$ cat config.mk
export PLATFORM = sky130hd
export DESIGN_NAME = leb128_encoder
export DESIGN_NICKNAME = d
export VERILOG_FILES = /design/src/rtl/leb128_encoder_pkg.sv /design/src/rtl/leb128_encoder_chunk.sv /design/src/rtl/leb128_encoder.sv
export SDC_FILE = /design/constraint.sdc
export NUM_CORES = 1
export LEC_CHECK = 0
export CAP_MARGIN = 20
export CORE_MARGIN = 2
export CORE_UTILIZATION = 48
export CTS_BUF_LIST = sky130_fd_sc_hd__clkbuf_4 sky130_fd_sc_hd__clkbuf_8
export DETAILED_ROUTE_END_ITERATION = 12
export GPL_ROUTABILITY_DRIVEN = 0
export GPL_TIMING_DRIVEN = 0
export PLACE_DENSITY = 0.86
export SLEW_MARGIN = 30
export SYNTH_ARGS = -nofsm -noshare
export SYNTH_HDL_FRONTEND = slang
export SYNTH_SLANG_ARGS = --single-unit
$ cat constraint.sdc
create_clock -name clk -period 2.3 [get_ports clk]
set_input_delay 0.46 -clock clk [delete_from_list [all_inputs] [get_ports clk]]
set_output_delay 0.46 -clock clk [all_outputs]
set_load 0.01 [all_outputs]
$ cat src/rtl/leb128_encoder_pkg.sv
// Shared LEB128 definitions: length limits, encoder FSM states and the value-type
// codes the operand stack uses for i32/i64.
package leb128_encoder_pkg;

  localparam int LEB128_MAX_I32 = 5;
  localparam int LEB128_MAX_I64 = 10;

  typedef enum logic {
    ST_IDLE = 1'b0,
    ST_EMIT = 1'b1
  } state_e;

  typedef enum logic [1:0] {
    VT_I32 = 2'b00,
    VT_I64 = 2'b01
  } val_type_e;

  // i32 operands occupy the low word and are widened to the 64-bit working width.
  function automatic logic [63:0] sign_extend(input val_type_e vt, input logic [63:0] v);
    return (vt == VT_I64) ? v : {{32{v[31]}}, v[31:0]};
  endfunction

endpackage

$ cat src/rtl/leb128_encoder_chunk.sv
// Forms one signed-LEB128 byte from the low group of the shift register and
// decides whether the remaining bits are pure sign extension.
module leb128_chunk (
  input  logic [63:0] sr_i,
  output logic [7:0]  byte_o,
  output logic        last_o
);

  logic [63:0] rest;

  always_comb begin
    rest   = $signed(sr_i) >>> 7;
    // Stop once the rest is all sign bits and bit 6 already carries that sign.
    last_o = ((rest == '0) && !sr_i[6]) || ((rest == '1) && sr_i[6]);
    byte_o = {~last_o, sr_i[6:0]};
  end

endmodule

$ cat src/rtl/leb128_encoder.sv
// Streaming signed-LEB128 encoder: accepts one i32/i64 operand and emits its
// bytes least-significant group first under valid/ready handshakes.
module leb128_encoder
  import leb128_encoder_pkg::*;
#(
  parameter int MAX_BYTES = LEB128_MAX_I64
) (
  input  logic        clk,
  input  logic        reset,
  input  logic        in_valid,
  output logic        in_ready,
  input  logic [63:0] in_value,
  input  logic        in_is64,
  output logic        out_valid,
  input  logic        out_ready,
  output logic [7:0]  out_byte,
  output logic        out_last,
  output logic [3:0]  out_len
);

  state_e      state_q, state_d;
  logic [63:0] sr_q, sr_d;
  logic [3:0]  len_q, len_d;
  val_type_e   vtype_q, vtype_d;

  logic [7:0]  chunk_byte;
  logic        chunk_last;
  logic        limit_hit;

  leb128_chunk u_chunk (
    .sr_i   (sr_q),
    .byte_o (chunk_byte),
    .last_o (chunk_last)
  );

  // NOTE: state registers use non-blocking assignments so every flop samples
  // the pre-edge values, independent of process ordering.
  always_ff @(posedge clk or negedge reset) begin
    if (!reset) begin
      state_q <= ST_IDLE;
      sr_q    <= '0;
      len_q   <= '0;
      vtype_q <= VT_I32;
    end else begin
      state_q <= state_d;
      sr_q    <= sr_d;
      len_q   <= len_d;
      vtype_q <= vtype_d;
    end
  end

  always_comb begin
    // NOTE: hold-by-default assignments before the case keep this block free
    // of inferred latches on paths that do not update a signal.
    state_d = state_q;
    sr_d    = sr_q;
    len_d   = len_q;
    vtype_d = vtype_q;
    case (state_q)
      ST_IDLE: begin
        if (in_valid) begin
          vtype_d = in_is64 ? VT_I64 : VT_I32;
          sr_d    = sign_extend(vtype_d, in_value);
          len_d   = 4'd1;
          state_d = ST_EMIT;
        end
      end
      ST_EMIT: begin
        if (out_ready) begin
          if (out_last) begin
            state_d = ST_IDLE;
          end else begin
            sr_d  = $signed(sr_q) >>> 7;
            len_d = len_q + 4'd1;
          end
        end
      end
      default: state_d = ST_IDLE;
    endcase
  end

  always_comb begin
    in_ready  = (state_q == ST_IDLE);
    out_valid = (state_q == ST_EMIT);
    out_len   = len_q;
    // Hard stop at the type's maximum length so the index can never wrap.
    limit_hit = (len_q == ((vtype_q == VT_I64) ? 4'(MAX_BYTES) : 4'(LEB128_MAX_I32)));
    out_last  = out_valid && (chunk_last || limit_hit);
    out_byte  = out_valid ? {chunk_byte[7] && !limit_hit, chunk_byte[6:0]} : 8'h00;
  end

endmodule

## Word level (Yosys, flattened, before mapping)

Cells that the tools add are included.

| storage, ports and cells | value |
|---|---|
| register bits after elaboration | 71 |
| output and inout bits | 15 |
| logic and storage cells | 43 |
| input port bits | 69 |

| operators by class | value |
|---|---|
| reduce and logical (&&, ||, !) cells | 12 |
| $add $sub $neg | 1 |
| bitwise operators | 2 |
| multiplexer cells | 16 |
| equal/unequal tests | 7 |

Operators by type and width:

| kind | count |
|---|---|
| $mux 64 | 2 |
| $pmux 64 s2 | 1 |
| $mux 63 | 2 |
| $eq 64x64->1 const B | 1 |
| $logic_not 64->1 | 1 |
| $mux 4 | 4 |
| $mux 8 | 1 |
| $pmux 4 s2 | 1 |
| $ne 2x2->1 const B | 3 |
| $add 4x1->4 const B | 1 |
| $eq 4x4->1 | 1 |
| $logic_and 1x1->1 | 4 |
| $mux 1 | 4 |
| $reduce_and 2->1 | 2 |
| $reduce_and 3->1 | 1 |
| $eq 2x1->1 const B | 1 |
| $logic_not 1->1 | 2 |
| $logic_or 1x1->1 | 2 |
| $not 1->1 | 2 |
| $pmux 1 s2 | 1 |
| $eq 1x1->1 const B | 1 |

## Logic depth before layout (Yosys ltp)

| logic depth | value |
|---|---|
| depth in word-level cells | 8 |
| depth in mapped cells | 8 |
| depth with buffers taken out | 6 |

## Hierarchy

A second synthesis with hierarchy kept.

| second synthesis, totals | value |
|---|---|
| cell total of the unflattened synthesis | 349 |
| area, all modules | 3706.1 sq um |

Modules (own cells, without submodules):

| module | times used | cells each | area each (sq um) | sequential area each (sq um) |
|---|---|---|---|---|
| leb128_encoder | 1 | 300 | 3385.7 | 1751.7 |
| leb128_chunk | 1 | 49 | 320.3 | 0.0 |

## Worst setup path before layout

OpenSTA, ideal clock, no wires.

| timing path | value |
|---|---|
| kind | register -> register |
| start point | reg sr_q[16] |
| end point | reg sr_q[0] |
| data arrival time | 2.027 ns |
| library setup time | 0.125 ns |
| period minus slack after synthesis | 2.153 ns |
| buffers on the path | 2 |
| stages on the path, launching flop included | 9 |
| setup slack | 0.147 ns |
| required time | 2.175 ns |
| cells stage by stage | dfrtp_1 nor4_1 nand4_1 nor4_4 nor4b_4 nand2b_4 buf_6 buf_12 mux2_4 |

| on the way | value |
|---|---|
| word-level cells in the longest chain between the ends | 7 |
| elaborated cells on any way between the ends | 9 |
| those cells by class | eq/ne (2); reduce/logical (7) |

RTL lines:

| element | line | RTL |
|---|---|---|
| start: declaration | leb128_encoder.sv:22 | `logic [63:0] sr_q, sr_d;` |
| start signal: assignment | leb128_encoder.sv:46 | `sr_q <= sr_d;` |
| $eq 64x64->1 or $logic_not 64->1 (tied branches) | leb128_encoder_chunk.sv:14 | `last_o = ((rest == '0) && !sr_i[6]) \|\| ((rest == '1) && sr_i[6]);` |
| $logic_and 1x1->1 | leb128_encoder_chunk.sv:14 |  |
| $logic_or 1x1->1 (*) | leb128_encoder_chunk.sv:14 |  |
| $logic_or 1x1->1 (*) | leb128_encoder.sv:88 | `out_last = out_valid && (chunk_last \|\| limit_hit);` |
| $logic_and 1x1->1 (*) | leb128_encoder.sv:88 |  |
| $ne 2x2->1 (no line) (*) | n/a |  |
| $reduce_and 3->1 (no line) (*) | n/a |  |

Mark *: on every way between the ends. The rest lies on a longest branch, timed or not.
A chain may end at the register's enable or synchronous reset.

## Worst setup path after layout

| timing path | value |
|---|---|
| start point | reg sr_q[49] |
| end point | out out_last |

| on the way | value |
|---|---|
| word-level cells in the longest chain between the ends | 5 |
| elaborated cells on any way between the ends | 7 |
| those cells by class | eq/ne (1); reduce/logical (6) |

RTL lines:

| element | line | RTL |
|---|---|---|
| $eq 64x64->1 or $logic_not 64->1 (tied branches) | leb128_encoder_chunk.sv:14 |  |
| $logic_and 1x1->1 | leb128_encoder_chunk.sv:14 |  |
| $logic_or 1x1->1 (*) | leb128_encoder_chunk.sv:14 |  |
| $logic_or 1x1->1 (*) | leb128_encoder.sv:88 |  |
| $logic_and 1x1->1 (*) | leb128_encoder.sv:88 |  |
| end: declaration | leb128_encoder.sv:17 | `output logic out_last,` |

Marked as above.

==> flow_summary.yaml <==
finish:
  drive_gt1_frac: 0.346
  n_fill_cell: 566
  finish.utilization: 0.696
  antenna_cells: 0
  fin_nets: 550
  fin_area_um2: 5750
  syn_to_final_growth_pct: 40.1
drt:
  num_vias: 3565
  antenna_left: 0
  via_per_inst: 6.04
  wire_per_inst_um: 20.8
  dr.pass1.iters: 5
  drcViolationCount: 0
  wirelength_um: 12300
  drt-initial-drc-count: 300
clock_tree:
  cts_tree: "yes"
  cts_buffers: 9
  clk_latency_ps: 360
  cts_sinks: 70
  clk_path_buf_depth: 2
  cts_root_buffer: "clkbuf_8"
  h-tree-depth: 3
  path_clk_slew_ps: 70
logic_synthesis:
  netlist_instances: 360
  synth_compound_area_frac: 0.0811
  ys_seq_area_frac: 0.427
  synthMuxAreaShare: 0.307
  synth_cell_types: 31
  ys_ff_latch: 70
  syn_avg_cell_area_um2: 11.4
  post-synth-top-area-cell: "dfrtp_1"
  synthArstFlopShare: 1.00
  synth_enable_flop_cells: 0
  synth_simple_gate_area_frac: 0.134
  synth_fa_ha_area_frac: 0.00305
  synth_top_area_frac: 0.427
  yosys_warnings: 0
  synth_top_family_by_area: "multiplexers"
  synthTopCellsByCount: "dfrtp_1 (70), mux2_2 (48), mux2_4 (48)"
  syn_nets: 430
  synth_area_um2: 4100
  synth_xor_xnor_area_share: 0.00213
  post-synth-top-count-cell: "dfrtp_1"
  synth_flop_cell: "dfrtp_1"
  synth_area_leaders: "dfrtp_1 (43%), mux2_4 (18%), mux2_2 (13%), a21oi_1 (4.3%), nand2_1 (3.7%)"
die:
  die-area_um2: 9300
  ios: 84
  start_util: 0.497
  rows: 33
  die_h_um: 96.5
  core_um2: 8260
  fp.dieW_um: 96.5
critical_path:
  end_kind: "primary output"
  crit_chain: "nor4_4 -> nand3_1 -> nor4_4 -> nor2_2 -> a21oi_1 -> buf_2"
  slowest_delay_ps: 480
  worstPathRequired_ps: 1840
  arrival_ps: 2170
  start_kind: "register"
  worstPathMaxFanout: 4
  crit_type: "reg -> out"
  critPathSlowestCell: "dfrtp_1"
  path_common_cell: "nor4_4"
global_route:
  grt_start_max_net_pins: 50
  grt_pass1_wl_um: 18300
  grt_usage: 0.265
  grt_pass1_vias: 3613
  antenna_found_initial: 0
  overflow: 0
sta:
  slew_headroom: 0.508
  timing.fmax_mhz: 380
  worstMarginPinSlew_ps: 728
  layout_setup_ws_ps: -329
  fin_skew_ps: 8.00
  whs_ps: 515
  final_hold_viol_count: 0
  setup_violations: 68
  rsz0062_at_grt: "true"
  fin_crit_sh: 1.14
  period_minus_slack_ps: 2630
  drv_slew: 0
outcome:
  status: "finished with violations"
  failed_checks: "setup timing"
power_and_ir_drop:
  vdd.ir_drop.worst_uv: 894
  powerDensity_nw_per_um2: 1420
  p_leak_nw: 2.56
flow_run:
  maxCapViolCount: 0
place:
  port_buffers: 82
  dpl.hpwl_um: 7910
  placed_area_um2: 5080
min_path:
  hold_path.class: "reg -> reg"
layer usage:
metal | part of all wire | GRT usage | vias up
met1 | 0.39 | 0.331 | 1738
met2 | 0.50 | 0.442 | 206
met5 | 0 | 0 | -
li1 | - | - | 1569
met4 | 0.044 | 0.134 | 0
met3 | 0.074 | 0.0473 | 52
state kept, by name, indices dropped and copies added, names as in the netlist:
signal     cells
sr_q          64
out_len        4
out_valid      1
vtype_q        1
cell type report:
class	instances	area (um^2)	share of cell area
buffer	24	213	0.0370
sequential	70	1750	0.305
inverter	3	11.3	0.00196
timing repair buffer	109	1160	0.201
multi-input combinational	263	2260	0.393
clock inverter	4	70.1	0.0122
clock buffer	12	153	0.0266
tap	105	131	0.0229
repair_timing:
action,in CTS,in global routing
endpoints found under the setup margin,74,75
cloned,2,4
gates resized for setup,30,16
buffers inserted,12,8
hold buffers,1,0
pin swaps,9,5
endpoints found under the hold margin,3,0
stage by stage:
step	total power [mW]	worst slack [ps]	setup TNS [ps]	instances
3_5_place_dp	6.09	-380	-11020	548
4_1_cts	7.65	-194	-4250	579
2_1_floorplan	5.03	147	0	360
6_report	8.14	-329	-13330	590
5_1_grt	8.51	-390	-19020	590
3_3_place_gp	5.93	-1490	-112690	547
where the power goes:
| group | internal (mW) | switching, mW | total, mW |
|---|---|---|---|
| Combinational | 2.77 | 1.69 | 4.46 |
| Clock | 0.661 | 0.478 | 1.14 |
| Sequential | 1.81 | 0.738 | 2.54 |
| Total | 5.24 | 2.91 | 8.14 |
placed cells by master, fill, tap and decap left out, types with 4 or more instances in the layout:
cell,synthesis,routed
nor4_2,0,9
clkbuf_1,16,14
clkbuf_16,0,4
buf_4,0,19
nor2_1,7,6
o21ai_0,27,25
mux2_2,48,48
clkdlybuf4s50_1,0,78
a21oi_1,35,35
nor4_1,17,6
nand2_1,40,40
nand4_1,19,19
buf_12,4,6
dfrtp_1,70,69
and2_1,7,7
mux2_4,48,48
clkbuf_8,0,11
cell families (layout without fill, tap and decap cells):
group | count (synthesis) | after routing
AND/OR/NAND/NOR | 100 | 100
adder cells (fa/ha/maj) | 1 | 1
AO/OA/AOI/OAI | 65 | 65
XOR/XNOR | 1 | 1
multiplexers | 96 | 96
flip-flops | 70 | 70
buffers and inverters | 27 | 152
worst paths after layout:
path,startpoint,end,slack [ps],cells past startpoint
setup / recovery,sr_q[49],out_last,-330,6
hold / removal,sr_q[3],sr_q[3],510,1
setup reg to reg,sr_q[49],sr_q[4],-230,9
hold reg to reg,sr_q[3],sr_q[3],510,1
max in group asynchronous,reset,sr_q[51],1230,3
min in group asynchronous,reset,sr_q[2],520,2
critical path: cells and delay by family, from the launching register on:
family | cells | cell delay, ps
AOI/OAI and AO/OA | 1 | 220
DFF | 1 | 480
buffers and inverters | 1 | 170
and+or+nand+nor | 4 | 950
Note: power is estimated with default switching activity, not from simulation.
